### config.mk
export PLATFORM = sky130hd
export DESIGN_NAME = qtable_update_sequencer
export DESIGN_NICKNAME = d
export VERILOG_FILES = /design/src/rtl/qtable_update_sequencer_pkg.sv /design/src/rtl/qtable_update_sequencer_pkt_fifo.sv /design/src/rtl/qtable_update_sequencer.sv
export SDC_FILE = /design/constraint.sdc
export NUM_CORES = 1
export LEC_CHECK = 0
export CAP_MARGIN = 25
export CELL_PAD_IN_SITES_DETAIL_PLACEMENT = 1
export CELL_PAD_IN_SITES_GLOBAL_PLACEMENT = 1
export CORE_MARGIN = 2
export CORE_UTILIZATION = 43
export CTS_CLUSTER_SIZE = 40
export DETAILED_ROUTE_END_ITERATION = 12
export HOLD_SLACK_MARGIN = 0.05
export PLACE_DENSITY_LB_ADDON = 0.3
export SETUP_SLACK_MARGIN = 0.5
export SYNTH_ARGS = -nofsm -noshare
export SYNTH_HDL_FRONTEND = slang
export SYNTH_HIERARCHICAL = 1
export SYNTH_SLANG_ARGS = --single-unit
export TNS_END_PERCENT = 30
### constraint.sdc
create_clock -name clk -period 4.9 [get_ports clk]
set_clock_uncertainty 0.2 [all_clocks]
set_input_delay 0.98 -clock clk [delete_from_list [all_inputs] [get_ports clk]]
set_output_delay 0.98 -clock clk [all_outputs]
set_load 0.1 [all_outputs]
### src/rtl/qtable_update_sequencer_pkg.sv
// Shared definitions for the Q-table update sequencer: field widths,
// packet-type encodings and sequencer state encoding.
package qtable_update_sequencer_pkg;

  localparam int WORD_WIDTH_DFLT = 16;
  localparam int PKT_TYPE_W      = 3;

  typedef enum logic [2:0] {
    PKT_HELLO = 3'b000,
    PKT_JOIN  = 3'b001,
    PKT_ADV   = 3'b010,
    PKT_ACK   = 3'b011,
    PKT_REQ   = 3'b100,
    PKT_DATA  = 3'b101,
    PKT_RSV6  = 3'b110,
    PKT_RSV7  = 3'b111
  } pkt_type_e;

  // Only DATA packets reach the updater unless a build overrides the mask.
  localparam logic [7:0] TYPE_MASK_DFLT = 8'b1 << PKT_DATA;

  typedef enum logic [1:0] {
    ST_IDLE  = 2'd0,
    ST_ISSUE = 2'd1,
    ST_WAIT  = 2'd2,
    ST_POP   = 2'd3
  } seq_state_e;

  function automatic logic [7:0] sat_inc8(input logic [7:0] v);
    return (v == 8'hFF) ? v : v + 8'd1;
  endfunction

endpackage

### src/rtl/qtable_update_sequencer_pkt_fifo.sv
// Packet queue: power-of-two depth, wrapping pointers, full/empty from an
// occupancy count. Storage is not reset; the pointers define validity.
module pkt_fifo #(
  parameter int WIDTH = 99,
  parameter int DEPTH = 4
) (
  input  logic             clk,
  input  logic             nrst,
  input  logic             i_push,
  input  logic             i_pop,
  input  logic [WIDTH-1:0] i_data,
  output logic [WIDTH-1:0] o_data,
  output logic             o_full,
  output logic             o_empty
);
  localparam int PTR_W = (DEPTH > 1) ? $clog2(DEPTH) : 1;
  localparam int CNT_W = $clog2(DEPTH) + 1;

  logic [WIDTH-1:0] r_mem [DEPTH];
  logic [PTR_W-1:0] r_wr_ptr;
  logic [PTR_W-1:0] r_rd_ptr;
  logic [CNT_W-1:0] r_count;
  logic             w_do_push;
  logic             w_do_pop;

  assign o_full    = (r_count == CNT_W'(DEPTH));
  assign o_empty   = (r_count == '0);
  assign w_do_push = i_push && !o_full;
  assign w_do_pop  = i_pop && !o_empty;
  assign o_data    = r_mem[r_rd_ptr];

  always_ff @(posedge clk) begin
    if (nrst) begin
      r_wr_ptr <= '0;
      r_rd_ptr <= '0;
      r_count  <= '0;
    end else begin
      if (w_do_push) r_wr_ptr <= r_wr_ptr + PTR_W'(1);
      if (w_do_pop)  r_rd_ptr <= r_rd_ptr + PTR_W'(1);
      case ({w_do_push, w_do_pop})
        2'b10:   r_count <= r_count + CNT_W'(1);
        2'b01:   r_count <= r_count - CNT_W'(1);
        default: r_count <= r_count;
      endcase
    end
  end

  always_ff @(posedge clk) begin
    if (w_do_push) r_mem[r_wr_ptr] <= i_data;
  end

endmodule

### src/rtl/qtable_update_sequencer.sv
// Filters received packets by type, queues admitted ones and hands them one
// at a time to the Q-table updater, aborting an update after TIMEOUT cycles.
module qtable_update_sequencer
  import qtable_update_sequencer_pkg::*;
#(
  parameter int         WORD_WIDTH = WORD_WIDTH_DFLT,
  parameter int         FIFO_DEPTH = 4,
  parameter int         TIMEOUT    = 64,
  parameter logic [7:0] TYPE_MASK  = TYPE_MASK_DFLT
) (
  input  logic                  clk,
  input  logic                  nrst,
  input  logic                  rx_valid,
  output logic                  rx_ready,
  input  logic [WORD_WIDTH-1:0] rx_sourceID,
  input  logic [WORD_WIDTH-1:0] rx_sourceHops,
  input  logic [WORD_WIDTH-1:0] rx_clusterID,
  input  logic [WORD_WIDTH-1:0] rx_energyLeft,
  input  logic [WORD_WIDTH-1:0] rx_qValue,
  input  logic [WORD_WIDTH-1:0] rx_knownCH,
  input  logic [2:0]            rx_packetType,
  output logic [WORD_WIDTH-1:0] fSourceID,
  output logic [WORD_WIDTH-1:0] fSourceHops,
  output logic [WORD_WIDTH-1:0] fClusterID,
  output logic [WORD_WIDTH-1:0] fEnergyLeft,
  output logic [WORD_WIDTH-1:0] fQValue,
  output logic [WORD_WIDTH-1:0] fKnownCH,
  output logic [2:0]            fPacketType,
  output logic                  upd_en,
  input  logic                  upd_done,
  output logic                  busy,
  output logic                  timeout_flag,
  output logic [7:0]            drop_count
);
  localparam int PKT_W  = 6 * WORD_WIDTH + PKT_TYPE_W;
  localparam int WCNT_W = $clog2(TIMEOUT + 1);

  seq_state_e        r_state;
  seq_state_e        w_next;
  logic [WCNT_W-1:0] r_wait_cnt;
  logic              r_timeout;
  logic [7:0]        r_drop_cnt;
  logic [PKT_W-1:0]  r_pkt;
  logic [PKT_W-1:0]  w_push_data;
  logic [PKT_W-1:0]  w_head;
  logic              w_full;
  logic              w_empty;
  logic              w_accept;
  logic              w_admit;
  logic              w_push;
  logic              w_pop;
  logic              w_upd_en;
  logic              w_wait_expired;

  // Gated by reset so nothing can be taken in while reset is held.
  assign rx_ready    = !w_full && !nrst;
  assign w_accept    = rx_valid && rx_ready;
  assign w_admit     = TYPE_MASK[rx_packetType];
  assign w_push      = w_accept && w_admit;
  assign w_pop       = (r_state == ST_POP);
  assign w_push_data = {rx_packetType, rx_sourceID, rx_sourceHops, rx_clusterID,
                        rx_energyLeft, rx_qValue, rx_knownCH};

  pkt_fifo #(
    .WIDTH (PKT_W),
    .DEPTH (FIFO_DEPTH)
  ) u_fifo (
    .clk     (clk),
    .nrst    (nrst),
    .i_push  (w_push),
    .i_pop   (w_pop),
    .i_data  (w_push_data),
    .o_data  (w_head),
    .o_full  (w_full),
    .o_empty (w_empty)
  );

  assign w_wait_expired = (r_wait_cnt == WCNT_W'(TIMEOUT));

  always_comb begin
    w_next   = r_state;
    w_upd_en = 1'b0;
    case (r_state)
      ST_IDLE:  if (!w_empty) w_next = ST_ISSUE;
      ST_ISSUE: begin
        w_upd_en = 1'b1;
        w_next   = ST_WAIT;
      end
      ST_WAIT:  if (upd_done || w_wait_expired) w_next = ST_POP;
      ST_POP:   w_next = ST_IDLE;
      default:  w_next = ST_IDLE;
    endcase
  end

  always_ff @(posedge clk) begin
    if (nrst) begin
      r_state    <= ST_IDLE;
      r_wait_cnt <= '0;
      r_timeout  <= 1'b0;
      r_drop_cnt <= '0;
      r_pkt      <= '0;
    end else begin
      r_state <= w_next;
      // Counter reads 1 in the first WAIT cycle.
      case (r_state)
        ST_ISSUE: r_wait_cnt <= WCNT_W'(1);
        ST_WAIT:  if (w_next == ST_WAIT) r_wait_cnt <= r_wait_cnt + WCNT_W'(1);
        ST_POP:   r_wait_cnt <= '0;
        default:  r_wait_cnt <= r_wait_cnt;
      endcase
      // A completion arriving on the last allowed cycle wins over the abort.
      if ((r_state == ST_WAIT) && w_wait_expired && !upd_done) r_timeout <= 1'b1;
      if (w_accept && !w_admit) r_drop_cnt <= sat_inc8(r_drop_cnt);
      if ((r_state == ST_IDLE) && !w_empty) r_pkt <= w_head;
    end
  end

  assign {fPacketType, fSourceID, fSourceHops, fClusterID,
          fEnergyLeft, fQValue, fKnownCH} = r_pkt;
  assign upd_en       = w_upd_en;
  assign busy         = (r_state != ST_IDLE) || !w_empty;
  assign timeout_flag = r_timeout;
  assign drop_count   = r_drop_cnt;

endmodule

Yosys cells after proc, flatten, opt, wreduce, memory -nomap -nowiden
Memory sizes are Yosys's and may differ from the RTL's. A register that Yosys moved wholly into a read port is not among the register bits.
Index checks and enable logic that the tools add are counted.
{"block": "word_totals", "register_bits": 25, "latchBits": 0, "mem_bits_rw": 396, "rom_bits": 8, "in_bits": 103, "out_inout_bits": 111, "elab_cells": 60, "memories": 2}
{"block": "op_classes", "addsub": 6, "mul": 0, "div": 0, "order_cmp": 1, "n_eq_ne": 10, "shifts": 0, "muxes": 10, "bitwise": 1, "reduce_logical": 23}
{"memory": "u_fifo.r_mem", "words": 4, "width": 99, "rd": 1, "rd_clocked_by_memory_dff": 1, "wr": 1, "line": "qtable_update_sequencer_pkt_fifo.sv:19", "rtl": "logic [WIDTH-1:0] r_mem [DEPTH];"}
{"memory": "(name not given)", "words": 8, "width": 1, "rd": 1, "rd_clocked_by_memory_dff": 0, "wr": 0, "line": "qtable_update_sequencer.sv:58", "rtl": "assign w_admit = TYPE_MASK[rx_packetType];"}
{"cell": "case mux 7 bit (3 select lines)", "n": 1}
{"cell": "logical AND 1 bit", "n": 9}
{"cell": "adder 8 x 1 -> 8 bit, second input constant", "n": 1}
{"cell": "== test 2 bit, second input constant", "n": 4}
{"cell": "== test 8 bit, second input constant", "n": 1}
{"cell": "case mux 2 bit (4 select lines)", "n": 1}
{"cell": "adder 7 x 1 -> 7 bit, second input constant", "n": 1}
{"cell": "== test 7 bit, second input constant", "n": 1}
{"cell": "two-way mux 7 bit", "n": 1}
{"cell": "case mux 3 bit (2 select lines)", "n": 1}
{"cell": "zero test 1 bit", "n": 5}
{"cell": "adder 2 x 1 -> 2 bit, second input constant", "n": 2}
{"cell": "== test 2 x 1 -> 1 bit, second input constant", "n": 2}
{"cell": "< comparator 3 x 4 -> 1 bit, second input constant", "n": 1}
{"cell": "two-way mux 1 bit", "n": 4}
{"cell": "two-way mux 2 bit", "n": 2}
{"cell": "AND reduction 2 bit", "n": 2}
{"cell": "nonzero test 2 bit", "n": 2}
{"cell": "adder 3 x 1 -> 3 bit, second input constant", "n": 1}
{"cell": "== test 3 bit, second input constant", "n": 1}
{"cell": "zero test 3 bit", "n": 1}
{"cell": "nonzero test 3 bit", "n": 1}
{"cell": "subtractor 3 x 1 -> 3 bit, second input constant", "n": 1}
{"cell": "zero test 2 bit", "n": 1}
{"cell": "3 further kinds", "n": 4}

Depth between registers and ports, before layout
{"block": "depth", "depth_word": 8, "depth_mapped": 13, "ltp_nobuf": 13}

Modules after synthesis
The synthesis kept the hierarchy.
{"mod": "pkt_fifo", "n_inst": 1, "cells_each": 571, "area_each_um2": 14720.4, "seq_area_each_um2": 12071.6}
{"mod": "qtable_update_sequencer", "n_inst": 1, "cells_each": 554, "area_each_um2": 4428.0, "seq_area_each_um2": 2342.2}

Worst setup path after synthesis
No wires, ideal clock.
{"block": "synth_timing", "path_kind": "input-to-reg", "from": "input nrst", "to": "memory u_fifo.r_mem[0][0], enable pin", "setup_ns": 0.469, "arrival_time_ns": 5.361, "t_required_ns": 4.231, "setup_slack_ns": -1.130, "stages": 7, "n_path_buf": 1, "cell_sequence": "clkbuf_1 > nor2_1 > nand2_1 > nor2_1 > inv_1 > nor2_1 > and2_1"}
{"block": "synth_between", "elab_chain_cells": 7}
{"item": "start: declaration", "line": "qtable_update_sequencer.sv:12", "rtl": "input logic nrst,"}
{"item": "zero test 1 bit", "line": "qtable_update_sequencer.sv:56", "rtl": "assign rx_ready = !w_full && !nrst;"}
{"item": "logical AND 1 bit", "line": "qtable_update_sequencer.sv:56"}
{"item": "via rx_ready", "line": "qtable_update_sequencer.sv:14", "rtl": "output logic rx_ready,"}
{"item": "logical AND 1 bit", "line": "qtable_update_sequencer.sv:57", "rtl": "assign w_accept = rx_valid && rx_ready;"}
{"item": "logical AND 1 bit", "line": "qtable_update_sequencer.sv:59", "rtl": "assign w_push = w_accept && w_admit;"}
{"item": "via w_push", "line": "qtable_update_sequencer.sv:50", "rtl": "logic w_push;"}
{"item": "logical AND 1 bit", "line": "qtable_update_sequencer_pkt_fifo.sv:28", "rtl": "assign w_do_push = i_push && !o_full;"}
{"item": "two-way mux 1 bit", "line": "qtable_update_sequencer_pkt_fifo.sv:49", "rtl": "if (w_do_push) r_mem[r_wr_ptr] <= i_data;"}
{"item": "two-way mux 1 bit (not written as such)", "line": "qtable_update_sequencer_pkt_fifo.sv:49"}
{"item": "end: declaration", "line": "qtable_update_sequencer_pkt_fifo.sv:19"}
The timed path passes the listed nets, and every way through them passes these cells.

Worst setup path in the final report
{"block": "layout_timing", "from": "register r_state[0]", "to": "output busy"}
{"block": "layout_between", "elab_chain_cells": 2}
{"item": "start: declaration", "line": "qtable_update_sequencer.sv:38", "rtl": "seq_state_e r_state;"}
{"item": "start signal: assignment", "line": "qtable_update_sequencer.sv:103", "rtl": "r_state <= w_next;"}
{"item": "nonzero test 2 bit", "line": "qtable_update_sequencer.sv:121", "rtl": "assign busy = (r_state != ST_IDLE) || !w_empty;"}
{"item": "logical OR 1 bit", "line": "qtable_update_sequencer.sv:121"}
{"item": "end: declaration", "line": "qtable_update_sequencer.sv:31", "rtl": "output logic busy,"}
Every way passes these cells.

==> key figures <==
Synth
  – Synth Area in XOR/XNOR: 0.002287
  – Sequential share of the synthesized area: 0.7527
  – Synth Instances: 1125
  – Synth Area in Compound Gates: 0.03809
  – Mux cell area share after synthesis: 0.1180
  – Ys flop type: edfxtp_1
  – Synth top cells by count: edfxtp_1, nand2_1, dfxtp_1, a21oi_1, mux4_2
  – Top cells by area, synth: edfxtp_1, dfxtp_1, mux4_2
  – Syn Nets: 1242
  – Top-count cell post-synth: edfxtp_1
  – Largest family of logic cells by synthesized area: multiplexers
  – Syn Area/Cell: 17.02 sq um
  – Post-synthesis register bit count: 522
  – Cell variety after synth: 44
  – Yosys Warn Count: 6
  – Syn Std Cell Area: 19150 sq um
  – Synth Area in Simple Gates: 0.06110
  – Post-synth top area share: 0.6210
  – Ys async rst share: 0
  – Post-synth EDFFs: 396
  – Cell taking the most area after synthesis: edfxtp_1
  – Synth Area in Adders: 0.009540

STA
  – Fin crit share: 0.7880
  – Max Clock Freq: 259.0 MHz
  – Rel. slew slack: 0.2929
  – Setup TNS: 0 ps
  – Fin. max-slew vios: 0
  – Final hold viol count: 0
  – Worst Tran Pin Value: 1057 ps
  – RSZ-0062 raised after global routing: false
  – Tmin final: 3861 ps
  – Worst Setup Slack, final: 1039 ps
  – Final setup fails: 0

Clock tree
  – Post-cts sizing count: 0
  – Max clock buf depth: 3
  – H-tree depth: 2
  – Clk root buf: clkbuf_16
  – Post-CTS Setup Repair Bufs: 0
  – CTS tree: built
  – CTS Buf Count: 54
  – Worst skew pair latency: 580 ps
  – # clock sinks: 522
  – Clock-pin slew on the worst setup and hold paths: 60 ps
  – Hold bufs inserted after CTS: 0

Floorplanning
  – Die height: 215.0 microns
  – IO Pins: 214
  – Core Area: 44120 sq um
  – Die Area: 46240 sq um
  – Initial Util: 0.4340
  – Die Span X: 215.0 microns
  – # rows: 77

Setup path
  – R2r worst-path depth: 13
  – R2R Path End: u_fifo/r_count[2]
  – Flop2flop setup slack: 1860 ps
  – CP max FO: 5
  – Slowest cell on crit path: clkdlybuf4s50_1
  – Crit Path Class: flip-flop to output port
  – Worst path max stage delay: 1120 ps
  – Crit. End Element: output port
  – Startpoint Class: flip-flop
  – Crit-path cells: inv_1 -> ha_1 -> nand2_1 -> clkdlybuf4s50_1
  – Worst reg2reg startpoint: u_fifo/r_count[2]
  – Crit path DAT: 2680 ps
  – Required @ worst endpoint: 3720 ps

Detailed routing
  – Via count: 10585
  – Vias per cell: 5.303
  – Initial DRC Count: 631
  – TritonRoute pass-1 iters: 7
  – Post-DR wirelength/cell: 22.44 microns
  – Routed WL: 44800 microns
  – Routed Antenna Nets: 0
  – Drc violations: 0

Finish
  – Layout cell share with drive strength beyond 1: 0.1615
  – FF/Latch Area: 14420 sq um
  – Final net count: 1471
  – Multi-input combinational cell area: 4413 sq um
  – Area grow syn2layout: 24.69%
  – FILL cells: 4160
  – Design area: 23880 sq um
  – Core Util, Final: 0.5411

Status
  – Status: finished, final reports clean

Placed design
  – Worst slack, placed: 888.6 ps
  – GPL Wtd Cong: 0.7251
  – Placed cell areas: 22020 sq um
  – HPWL after DPL: 27630 microns
  – Port bufs: 213

Worst hold path
  – End of the worst hold path: r_pkt[58]
  – HP Class: flip-flop to flip-flop
  – HP Start: r_pkt[58]
  – WHS Path Cells: 2

Global routing
  – Grt total ovfl: 0
  – Tot GR Track Use: 0.1966
  – First-pass GRT wire length: 69300 microns
  – Largest net degree at the start of global routing: 80
  – Initial antenna violation count: 6
  – Vias in the first global route: 11759

Pwr
  – VDD IR max: 0.3361 mV
  – Leakage power total: 7.444 nW
  – Power density cells: 405.4 nW/um^2

Flow run
  – Maxcap violations: 0
==> where the power goes <==
part / switching [W] / internal (W) / total [W]
registers: 0.0000340 / 0.00479 / 0.00483
logic: 0.000448 / 0.000205 / 0.000653
clock network: 0.00168 / 0.00252 / 0.00420
total: 0.00216 / 0.00752 / 0.00968
==> worst max-delay path by stage <==
stage | start | to | slack [ps] | depth (start not counted)
floorplan | nrst | u_fifo/r_mem[0][0] | 440 | 7
global placement | rx_packetType[0] | u_fifo/r_mem[1][34] | 950 | 7
detailed placement | rx_packetType[0] | u_fifo/r_mem[0][20] | 890 | 7
CTS | r_state[0] | busy | 990 | 4
global route | r_state[0] | busy | 930 | 4
finish | r_state[0] | busy | 1040 | 4
==> critical path: cells and delay by family, from the launching register on <==
kind | cells | cell delay (ps)
fa+ha+maj | 1 | 280
flops | 1 | 460
simple gates | 1 | 90
buf+inv | 2 | 1270
==> routing by layer <==
metal	GRT usage	wire [microns]
met4	0.07080	1089
met1	0.2469	18500
met3	0.03524	2095
met5	0	13
met2	0.3429	23100
==> sequential cells by signal (all words and copies together), names as in the netlist, named ones only <==
register	count
timeout_flag	1
u_fifo/r_count	3
u_fifo/r_mem	396
r_pkt	99
r_state	2
r_wait_cnt	7
u_fifo/r_rd_ptr	2
drop_count	8
u_fifo/r_wr_ptr	2
==> cell type report <==
| type | count | area share |
|---|---|---|
| multi-input cells | 527 | 0.1848 |
| repair buffers | 233 | 0.1001 |
| flip-flops and latches | 522 | 0.6040 |
| inverters | 16 | 0.002515 |
| clock buffers | 70 | 0.06252 |
| well taps | 592 | 0.03102 |
| clock inverters | 31 | 0.01452 |
| diodes | 5 | 0.0005240 |
==> logic make-up (layout without fill, tap and decap cells) <==
family | Yosys count | in the layout
compound gates | 135 | 135
xor+xnor | 5 | 5
fa+ha+maj | 14 | 14
buf+inv | 76 | 350
flops | 522 | 522
mux | 102 | 102
other cells | 0 | 5
simple gates | 271 | 271
==> cells in the final DEF (no fill, tap or decap), drive strengths merged, types with 13 or more instances in the layout <==
cell           netlist  layout
edfxtp             396     396
clkdlybuf4s50        0     211
nand2              208     208
dfxtp              126     126
a21oi              111     111
mux4                99      99
clkbuf              34      70
buf                 26      22
clkinv               0      19
inv                 16      18
nor2                15      15
ha                  13      13
==> metrics by stage <==
stage	power [W]	hold WS [ps]	instances
final	0.009680	252.5	1996
after global placement	0.005562	242.6	1890
after global routing	0.009982	278.3	1995
after CTS	0.009790	256.3	1991
after detailed placement	0.005577	248.0	1890
after floorplan	0.005321	255.6	1125
Note: power is estimated with default switching activity, not from simulation.
==> RTL change, RTL diff (same flow settings) <==
Register the output `drop_count` once more; this adds one clock of latency there. The other outputs are not delayed to match.
--- a/src/rtl/qtable_update_sequencer.sv
+++ b/src/rtl/qtable_update_sequencer.sv
@@ -120,7 +120,9 @@
   assign upd_en       = w_upd_en;
   assign busy         = (r_state != ST_IDLE) || !w_empty;
   assign timeout_flag = r_timeout;
-  assign drop_count   = r_drop_cnt;
+  always_ff @(posedge clk) begin
+    drop_count <= r_drop_cnt;
+  end
 
 endmodule
 
Formal check against the unedited RTL: not equivalent (a bounded check fails within 4 cycles, from zero or initial values and one cycle with nrst high).
==> RTL change against the original RTL <==
Sequential cell count rose by 8. Design area increased by 0.66%. Setup slack worse by 0.067 ns. Core utilization up 0.24 points. Maximum frequency fell by 1.7%. Synthesized area is 0.79% higher. Count of clock-buffer cells in the layout grew 4. Power hardly changed. Critical path depth is 1 lower. Routed wire length decreased by 1.7%. Largest power group unchanged. Highest routed layer unchanged.
==> RTL change: results (changes against the original RTL) <==
* Average cell area after synthesis at 17.0 sq um (about the same)
* VDD IR max at 231 uV (-31%)
* Worst min path class: reg2reg
* Initial drt markers at 816 (+29%)
* FF/Latch Area at 14600 sq um (+1.1%)
* Nets at 1481 (+0.68%)
* First-pass GRT wire length at 68000 um (-1.8%)
* Largest net degree at the start of global routing at 79 (-1.3%)
* Post-synthesis sequential area ratio at 0.755 (+0.00239)
* Status: complete, no violations
* Top layer in use: met5
* Vias in the first global route at 11400 (-2.9%)
* Regs by FF count: u_fifo/r_mem: 396 flops, r_pkt: 99 flops
* CP max stage cell: clkdlybuf4s50_1
* Clk root buf: clkbuf_16
* Max_slew headroom at 0.325 (+0.0317)
* CTS H-tree lvls at 2 (unchanged)
* GR met3 Demand/Resource at 0.0357 (+0.000415)
* CTS Buf Count at 54 (unchanged)
* Total of fill cells in the finished design at 4100 (-1.4%)
* Gates resized, CTS repair at 0 (unchanged)
* Worst path max stage delay at 1.00 ns (-0.12 ns)
* Drt total wl at 44000 um (-1.7%)
* Placed insts at 1900 (+0.53%)
* Global Route Usage Sum at 0.192 (-0.00504)
* DR WL/cell at 22.0 um (-2.1%)
* Synth cell count leaders: edfxtp_1, nand2_1, dfxtp_1
* DP HPWL at 26800 um (-3.1%)
* Clock tree buffer depth at 3 (unchanged)
* Layout cells sized above 1 at 0.155 (-0.00611)
* Async SR Flop Fraction at 0 (unchanged)
* Global Route met2 Usage at 0.319 (-0.0244)
* Antenna violations before repair at 3 (-3)
* Port Buf Inserts at 213 (unchanged)
* Routed wl met3 at 2220 um (+5.7%)
* Met1 GRT Util at 0.262 (+0.0149)
* M1 WL at 19500 um (+5.5%)
* Post-synthesis cell type count at 47 (+6.8%)
* First drt pass iteration count at 5 (-2)
* Routed length on met2 at 21600 um (-6.7%)
* Net Count, Synth at 1251 (+0.72%)
* Clk pin slew, worst setup/hold paths at 0.06 ns (about the same)
* Max-cap viol count at 0 (unchanged)
* Lkg Pwr at 7.50 nW (+0.70%)
* Post-Place Worst Slack at 0.869 ns (-0.0195 ns)
* Synth top area cells: edfxtp_1, dfxtp_1, mux4_2, nand2_1, a21oi_1
* Placed inst area at 22200 sq um (+0.82%)
* CP delay by family, top: buffers and inverters
* Switching Power at 2.12 mW (-1.9%)
* Final Wtd Congestion at 0.792 (+9.3%)
* Vias per inst at 5.26 (-0.73%)
* Worst endpoint data arrival time at 2.75 ns (+0.07 ns)
* Worst-Skew Late Latency at 0.58 ns (about the same)
* CP max FO at 6 (+1)
RTL change: cell count changes after synthesis, moves of 5 or more:
cell | unedited run | this run
o22a_1 | 0 | 5
a31oi_1 | 5 | 0
nand2_1 | 208 | 218
dfxtp_1 | 126 | 134
nor3_1 | 1 | 6
buf_1 | 6 | 1
RTL change: final timing paths:
kind	startpoint	to	slack, ns	depth (start not counted)
worst max-delay path	u_fifo/r_count[1]	busy	0.97	3
worst min-delay path	r_drop_cnt[6]	drop_count[6]	0.20	0
worst min register to register	r_drop_cnt[6]	drop_count[6]	0.20	0
worst max register to register	u_fifo/r_count[2]	u_fifo/r_count[2]	1.89	13
RTL change: kinds of logic after synthesis:
logic type / Yosys count / share of synthesized area
XOR/XNOR: 3 / 0.00136
AND/OR/NAND/NOR: 278 / 0.0622
AO/OA/AOI/OAI: 132 / 0.0367
buffers and inverters: 73 / 0.0170
multiplexers: 104 / 0.118
flip-flops: 530 / 0.755
adder cells (fa/ha/maj): 14 / 0.00947
RTL change: final cells by class:
cell class | instances | share of cell area
antenna | 2 | 0.000208
clock buffer | 74 | 0.0639
clock inverter | 27 | 0.0119
inverter | 16 | 0.00250
multi-input combinational | 531 | 0.184
sequential | 530 | 0.607
tap | 592 | 0.0308
timing repair buffer | 231 | 0.0999
RTL change: power by group through the flow:
| stage | sequential [mW] | clock [mW] | combinational, mW |
|---|---|---|---|
| after global routing | 4.89 | 4.42 | 0.664 |
| after global placement | 4.98 | 0 | 0.613 |
| after floorplan | 5.12 | 0 | 0.235 |
| final | 4.89 | 4.17 | 0.624 |
| after detailed placement | 4.98 | 0 | 0.626 |
| after CTS | 4.89 | 4.26 | 0.630 |
